[src/rtl/reg_scoreboard.sv]
// Register-hazard scoreboard for the decode stage: per-register pending-write
// counters gate issue into ID/EX and are released on writeback or flush.
module reg_scoreboard #(
    parameter int NUM_REGS = 32,
    parameter int CNT_W    = 2
) (
    input  logic                clock,
    input  logic                reset,
    input  logic                id_valid_ip,
    input  logic [6:0]          id_opcode_ip,
    input  logic [4:0]          id_rs1_ip,
    input  logic [4:0]          id_rs2_ip,
    input  logic [4:0]          id_rd_ip,
    input  logic                id_writes_rd_ip,
    input  logic                wb_valid_ip,
    input  logic [4:0]          wb_rd_ip,
    input  logic                flush_en_ip,
    input  logic                flush_writes_ip,
    input  logic [4:0]          flush_rd_ip,
    output logic                stall_op,
    output logic                issue_op,
    output logic [NUM_REGS-1:0] busy_vec_op,
    output logic                err_op
);

    localparam logic [6:0] OPC_LOAD   = 7'b0000011;
    localparam logic [6:0] OPC_OPIMM  = 7'b0010011;
    localparam logic [6:0] OPC_STORE  = 7'b0100011;
    localparam logic [6:0] OPC_OP     = 7'b0110011;
    localparam logic [6:0] OPC_BRANCH = 7'b1100011;
    localparam logic [6:0] OPC_JALR   = 7'b1100111;

    logic [CNT_W-1:0]    r_cnt [NUM_REGS];
    logic [NUM_REGS-1:0] r_busy;
    logic                r_err;

    logic [CNT_W-1:0]    w_cnt_next [NUM_REGS];
    logic [NUM_REGS-1:0] w_uflow;
    logic                w_rs1_used;
    logic                w_rs2_used;
    logic                w_rs1_hazard;
    logic                w_rs2_hazard;
    logic                w_rd_full;
    logic                w_stall;
    logic                w_issue;

    always_comb begin
        w_rs1_used = 1'b0;
        w_rs2_used = 1'b0;
        case (id_opcode_ip)
            OPC_OP, OPC_STORE, OPC_BRANCH: begin
                w_rs1_used = 1'b1;
                w_rs2_used = 1'b1;
            end
            OPC_OPIMM, OPC_LOAD, OPC_JALR: w_rs1_used = 1'b1;
            default: ;
        endcase
    end

    // Hazards use the registered counters only; a same-cycle writeback does not bypass.
    assign w_rs1_hazard = w_rs1_used && (id_rs1_ip != 5'd0) && (r_cnt[id_rs1_ip] != '0);
    assign w_rs2_hazard = w_rs2_used && (id_rs2_ip != 5'd0) && (r_cnt[id_rs2_ip] != '0);
    assign w_rd_full    = id_writes_rd_ip && (id_rd_ip != 5'd0) && (r_cnt[id_rd_ip] == {CNT_W{1'b1}});

    assign w_stall = id_valid_ip & ~flush_en_ip & ~reset & (w_rs1_hazard | w_rs2_hazard | w_rd_full);
    assign w_issue = id_valid_ip & ~w_stall & ~flush_en_ip & ~reset;

    assign w_cnt_next[0] = '0;
    assign w_uflow[0]    = 1'b0;

    generate
        for (genvar gi = 1; gi < NUM_REGS; gi++) begin : g_cnt
            localparam logic [4:0] IDX = 5'(gi);
            logic             w_inc;
            logic [1:0]       w_dec;
            logic [CNT_W:0]   w_up;
            logic [CNT_W:0]   w_dec_ext;

            assign w_inc = w_issue & id_writes_rd_ip & (id_rd_ip == IDX);
            assign w_dec = {1'b0, wb_valid_ip & (wb_rd_ip == IDX)}
                         + {1'b0, flush_en_ip & flush_writes_ip & (flush_rd_ip == IDX)};
            assign w_up      = {1'b0, r_cnt[gi]} + (CNT_W+1)'(w_inc);
            assign w_dec_ext = (CNT_W+1)'(w_dec);

            // Net of up to one reservation and two releases; negative results clamp to zero.
            assign w_uflow[gi]    = (w_up < w_dec_ext);
            assign w_cnt_next[gi] = w_uflow[gi] ? '0 : CNT_W'(w_up - w_dec_ext);
        end
    endgenerate

    always_ff @(posedge clock) begin
        if (reset) begin
            for (int i = 0; i < NUM_REGS; i++) begin
                r_cnt[i] <= '0;
            end
            r_busy <= '0;
            r_err  <= 1'b0;
        end else begin
            for (int i = 0; i < NUM_REGS; i++) begin
                r_cnt[i]  <= w_cnt_next[i];
                r_busy[i] <= |w_cnt_next[i];
            end
            r_err <= r_err | (|w_uflow);
        end
    end

    assign stall_op    = w_stall;
    assign issue_op    = w_issue;
    assign busy_vec_op = r_busy;
    assign err_op      = r_err;

endmodule

[config.mk]
export PLATFORM = sky130hd
export DESIGN_NAME = reg_scoreboard
export DESIGN_NICKNAME = d
export VERILOG_FILES = /design/src/rtl/reg_scoreboard.sv
export SDC_FILE = /design/constraint.sdc
export NUM_CORES = 1
export LEC_CHECK = 0
export BUFFER_PORTS_ARGS = -buffer_cell sky130_fd_sc_hd__clkbuf_2
export CAP_MARGIN = 15
export CORE_ASPECT_RATIO = 0.6
export CORE_MARGIN = 1
export CORE_UTILIZATION = 45
export CTS_BUF_LIST = sky130_fd_sc_hd__clkbuf_8
export CTS_CLUSTER_DIAMETER = 120
export CTS_CLUSTER_SIZE = 16
export DETAILED_ROUTE_END_ITERATION = 6
export SYNTH_ARGS = -nofsm -noshare
export SYNTH_HDL_FRONTEND = slang
export SYNTH_SLANG_ARGS = --single-unit
[constraint.sdc]
create_clock -name clock -period 8.95 [get_ports clock]
set_input_delay 0.895 -clock clock [delete_from_list [all_inputs] [get_ports clock]]
set_output_delay 0.895 -clock clock [all_outputs]
set_load 0.005 [all_outputs]
# After elaboration in Yosys (flattened, before gate mapping)
# Memories as Yosys holds them, arrays and structs flattened.
# Cells that the tools add are included.
# totals
mem_bits_rw,64
inputBits,39
out_inout_bits,35
elab_cells,480
ff_bits,33
n_memories,1
# op_classes
n_addsub,93
n_lt_le_gt_ge,31
n_mux,68
n_bitwise,139
n_eq_ne,100
reduce_logical,45
# memory_table
name,words,width,read_ports,rd_ports_with_merged_regs,write_ports,line,source
r_cnt,32,2,34,0,32,33,logic [CNT_W-1:0] r_cnt [NUM_REGS];
# op_table
cell,count
$eq 5x5->1 const B,48
$mux 2,63
$eq 5x4->1 const B,24
$and 1x1->1,101
$add 2x1->3,31
$lt 3x2->1,31
$add 1x1->2,31
$reduce_or 2->1,31
$sub 2x2->2,31
$eq 5x3->1 const B,12
$or 1x1->1,35
$reduce_or 31->1,1
$eq 5x2->1 const B,6
$eq 5x1->1 const B,3
$reduce_bool 5->1,3
$eq 7x6->1 const B,2
$eq 7x7->1 const B,2
$eq 7x2->1 const B,1
$eq 7x5->1 const B,1
$logic_and 1x1->1,6
$reduce_or 6->1,1
$mux 1,5
$reduce_bool 2->1,2
$not 1->1,3
2 further kinds,2

# Depth between registers and ports, before layout
# logic_depth
word_depth,18
mapped_depth,19
depth_no_buf,15

# Worst setup path after synthesis
# No wires, ideal clock.
# synth_path
path_type,input port to flip-flop
start,input port id_rs1_ip[2]
end,"register r_err, in the netlist err_op"
path_stages,15
arrival_ps,4260
path_buffers,2
setup_slack_ps,4562
path_cell_list,clkbuf_1 mux4_2 nand2_1 nand3_1 a311oi_1 buf_2 nor4_2 ha_1 inv_1 fa_1 o31a_1 nor4_1 nand4_1 nor2_1 nor2_1
# synth_via
elab_chain_cells,16
word_cells_on_any_way,108
cone_classes,add/sub (31); order compare (31); bitwise (40); reduce/logical (5); memory (1)
# synth_lines
item,line,source
start: declaration,11,"input logic [4:0] id_rs1_ip,"
$mem_v2 32x2 or $reduce_bool 5->1 (tied branches),n/a,
$reduce_bool 2->1 or $logic_and 1x1->1 (tied branches),61,assign w_rs1_hazard = w_rs1_used && (id_rs1_ip != 5'd0) && (r_cnt[id_rs1_ip] != '0);
$logic_and 1x1->1 (*),61,
$or 1x1->1 (*) (2 in a row),65,assign w_stall = id_valid_ip & ~flush_en_ip & ~reset & (w_rs1_hazard | w_rs2_hazard | w_rd_full);
$and 1x1->1 (*),65,
$not 1->1 (*),66,assign w_issue = id_valid_ip & ~w_stall & ~flush_en_ip & ~reset;
$and 1x1->1 (*) (3 in a row),66,
$and 1x1->1 (*),79,assign w_inc = w_issue & id_writes_rd_ip & (id_rd_ip == IDX);
$and 1x1->1,79,
$add 2x1->3,82,"assign w_up = {1'b0, r_cnt[gi]} + (CNT_W+1)'(w_inc);"
$lt 3x2->1,86,assign w_uflow[gi] = (w_up < w_dec_ext);
$reduce_or 31->1 (*),103,r_err <= r_err | (|w_uflow);
$or 1x1->1 (*),103,
end signal: assignment,103,
end: declaration,35,logic r_err;
# Every way passes the cells marked *; elsewhere a longest branch is shown, timed or not.
# A chain may end at the register's enable or synchronous reset.

# Worst setup path after layout
# layout_path
start,input port id_rd_ip[0]
end,"register r_err, in the netlist err_op"
# layout_via
elab_chain_cells,15
word_cells_on_any_way,138
cone_classes,add/sub (31); order compare (31); eq/ne (32); bitwise (39); reduce/logical (4); memory (1)
# layout_lines
item,line,source
start: declaration,13,"input logic [4:0] id_rd_ip,"
$mem_v2 32x2 or $reduce_bool 5->1 (tied branches),n/a,
$eq 2x2->1 or $logic_and 1x1->1 (tied branches),63,assign w_rd_full = id_writes_rd_ip && (id_rd_ip != 5'd0) && (r_cnt[id_rd_ip] == {CNT_W{1'b1}});
$logic_and 1x1->1,63,
$or 1x1->1,65,
$and 1x1->1,65,
$not 1->1,66,
$and 1x1->1 (3 in a row),66,
$and 1x1->1 (2 in a row),79,
$add 2x1->3,82,
$lt 3x2->1,86,
$reduce_or 31->1 (*),103,
$or 1x1->1 (*),103,
# Marked as above.

==> impl_metrics.toml <==
[routing]
drc_errors = 0
num_vias = 6714
via_per_inst = 5.73
first_pass_iters = 5
wl_per_cell_um = 20.3
antenna_left = 0
drtIter0Drc = 769
routed_wl_um = 23800

[setup_path]
start_kind = "input pin"
crit_family = "simple AND/OR/NAND/NOR gates"
worstPathArrival_ns = 6.01
cp-end-kind = "flip-flop"
r2r_start = "r_cnt[13][1]"
path_max_fanout = 33
cp-startpoint = "id_rd_ip[0]"
slowest_delay_ns = 0.71
critPathBufInv = 2
cpMostUsedCell = "nor2_1"
crit_chain = "clkbuf_2, mux4_2, nor2b_1, a211oi_1, a221oi_1, a211o_2, nor4_2, ha_1, inv_1, fa_1, o31a_1, nor4_1, nand4_1, nor2_1, nor2_1"
critPathRequiredTime_ns = 9.19
cpMaxStageDelayCell = "nor4_1"
critPathKind = "in2reg"

[pwr]
clock_power_share_pct = 40.0
pwr-share-seq_pct = 47.7
switching_share_pct = 27.3
powerDensity_nw_per_um2 = 104
internal-power_mw = 0.656
pwr-share-comb_pct = 12.3
power_switching_mw = 0.246
peakVddDrop_mv = 0.0620
cellLeakagePower_nw = 3.70

[synth]
synthFlopType = "dfxtp_1"
ys_seq_area_share_pct = 23.6
synth_cells = 891
syn_area_per_cell_sq_um = 8.94
netlist_area_sq_um = 7970
synthArstFlopShare_pct = 0
yosysWarnings = 0
ys_seq_elements = 94
syn-num-nets = 1085
synth_edf_count = 0
post_synth_num_cell_types = 58

[floorplan]
io-pin-count = 74
core_area_sq_um = 17200
dieArea_sq_um = 18300
die_w_um = 174
start_util_pct = 46.3
rows = 37
die_h_um = 105

[grt]
grt_pass1_wl_um = 36800
grt.busiest_layer = "met1"
grt_use_met3_pct = 10.7
grt-ovfl-total = 0
grt_max_degree = 65
antenna_found_initial = 1
met1_usage_pct = 43.0
grtUsageTotal_pct = 26.9
grt_pass1_vias = 6204
met2_usage_pct = 32.6

[sta]
drv_slew = 0
fmax_ghz = 0.173
fin_crit_sh_pct = 64.5
setup_ws_ns = 3.18
grt_setup_unrepaired = "no"
finalSetupTns_ns = 0
tightest_slew_ns = 1.04
min_period_ns = 5.77
setup_viol = 0
skew_ns = 0.0129
hold_viol_final = 0
slew-limit-headroom_pct = 30.7

[layout]
n_fill_cell = 1664
fin_util_pct = 50.4
final_cell_area_sq_um = 8680
register_area_sq_um = 1880
multiInputGateArea_sq_um = 5530
area_growth_pct = 8.92
drive_above_1_share_pct = 18.4
nets = 1127
stdcell_count = 1172

[flow_run]
maxCapViolations = 0

[place]
postPlaceCellArea_sq_um = 8430
port_buffers = 72
gp_congestion = 0.895
dp_worst_setup_slack_ns = 2.91
dp_cells = 1156
dpl.hpwl_um = 18800

[clocking]
cts.sinks = 94
cts_buffers = 9
clk_latency_ns = 0.38
root_buffer = "clkbuf_8"
htree_levels = 3
clock_path_buffers = 2
cts-hold-fix-buffers = 0
cts_tree = "done"
cts_resized = 0
post-cts-setup-buffers = 0
path_clk_slew_ns = 0.10

[worst_hold_path]
hp-start = "err_op"
hold_class = "reg2reg"

[status]
outcome = "complete, no violations"
through the flow:
stage	hold WS [ns]	total power, mW
after floorplan	0.578	0.509
after global placement	0.645	0.548
after global routing	0.708	0.934
final	0.651	0.902
after CTS	0.648	0.906
after detailed placement	0.607	0.548
cell families (layout without fill, tap and decap cells):
logic type | count (synthesis) | in the layout | share of synthesized area [%]
simple gates | 382 | 382 | 26.6
fa+ha+maj | 155 | 155 | 27.3
buf+inv | 135 | 181 | 7.13
flops | 94 | 94 | 23.6
compound gates | 73 | 73 | 6.88
xor+xnor | 31 | 31 | 3.41
mux | 20 | 20 | 5.00
other cells | 1 | 2 | 0.0471
registers in the layout, summed over array words and instances, names as in the netlist:
| register | flops |
|---|---|
| r_cnt | 62 |
| busy_vec_op | 31 |
| err_op | 1 |
synthesized netlist by cell type, types with 6 or more instances:
| cell | number | area [sq um] |
|---|---|---|
| nand2b_1 | 9 | 56.3 |
| nand2_1 | 51 | 191 |
| nor3b_1 | 7 | 52.6 |
| nor2_1 | 104 | 390 |
| o21ai_0 | 13 | 65.1 |
| ha_1 | 124 | 1550 |
| clkbuf_1 | 21 | 78.8 |
| dfxtp_1 | 94 | 1880 |
| a21oi_1 | 7 | 35.0 |
| or2_2 | 33 | 206 |
| mux4_2 | 13 | 293 |
| nor2b_1 | 9 | 56.3 |
| nand4_1 | 8 | 50.1 |
| nor4_1 | 12 | 75.1 |
| fa_1 | 31 | 621 |
| nand3b_1 | 6 | 45.0 |
| nor3_1 | 77 | 385 |
| buf_2 | 7 | 35.0 |
| nor4_2 | 31 | 388 |
| a211oi_1 | 7 | 52.6 |
| o31a_1 | 28 | 245 |
| inv_1 | 91 | 342 |
| buf_6 | 6 | 67.6 |
| xnor2_1 | 28 | 245 |
| nand3_1 | 19 | 95.1 |
| buf_1 | 7 | 26.3 |
layer usage:
layer,part of all wire [%],vias to the layer above
met4,0.82,0
met3,13,16
met5,0,-
li1,-,3175
met2,35,340
met1,51,3183
placed cells by master, fill, tap and decap left out, types with 2 or more instances in the layout:
cell / count
nor3_1: 77
nand4_1: 8
ha_1: 124
nand4b_1: 2
o31ai_1: 2
nor2b_1: 9
xnor2_1: 28
o211ai_1: 4
o31a_1: 28
inv_1: 91
buf_4: 2
nand2_1: 51
or3_1: 3
nor2_1: 104
mux4_1: 2
nor4_1: 12
clkbuf_8: 10
mux2i_1: 3
a211oi_1: 7
a21oi_1: 7
or2_2: 33
nor3b_1: 7
nand2b_1: 9
xor2_1: 3
mux4_2: 13
nand3b_1: 6
nor4_2: 31
fa_1: 31
o21ai_0: 13
dfxtp_1: 94
bufinv_16: 3
nand3_1: 19
a2111oi_0: 2
clkbuf_2: 72
final cells by class:
class	instances	area share [%]
flip-flops and latches	94	21.7
diodes	1	0.0288
well taps	234	3.37
repair buffers	74	4.33
clock inverters	5	1.23
inverters	92	3.98
clock buffers	10	1.59
multi-input cells	662	63.8
path summary, 6_finish.rpt:
path	endpoint	slack, ns	cells after the start
max	err_op	3.18	15
min reg2reg	err_op	0.65	4
max reg2reg	err_op	3.67	14
min	err_op	0.65	4
power by group through the flow:
stage	clock network (mW)	registers, mW	logic [mW]
after global routing	0.383	0.431	0.120
after CTS	0.368	0.430	0.108
after floorplan	0	0.438	0.0708
final	0.361	0.430	0.111
after global placement	0	0.440	0.108
after detailed placement	0	0.440	0.108
worst reg2reg max path: stages, from the launching register on:
cell     delay [ns]
dfxtp_1        0.36
nor2_1         0.40
mux4_2         0.35
nor2_1         0.04
or4_1          0.52
a211o_2        0.72
nor4_2         0.39
ha_1           0.21
inv_1          0.06
fa_1           0.50
o31a_1         0.36
nor4_1         0.71
nand4_1        0.27
nor2_1         0.19
nor2_1         0.05
Note: power is estimated with default switching activity, not from simulation.
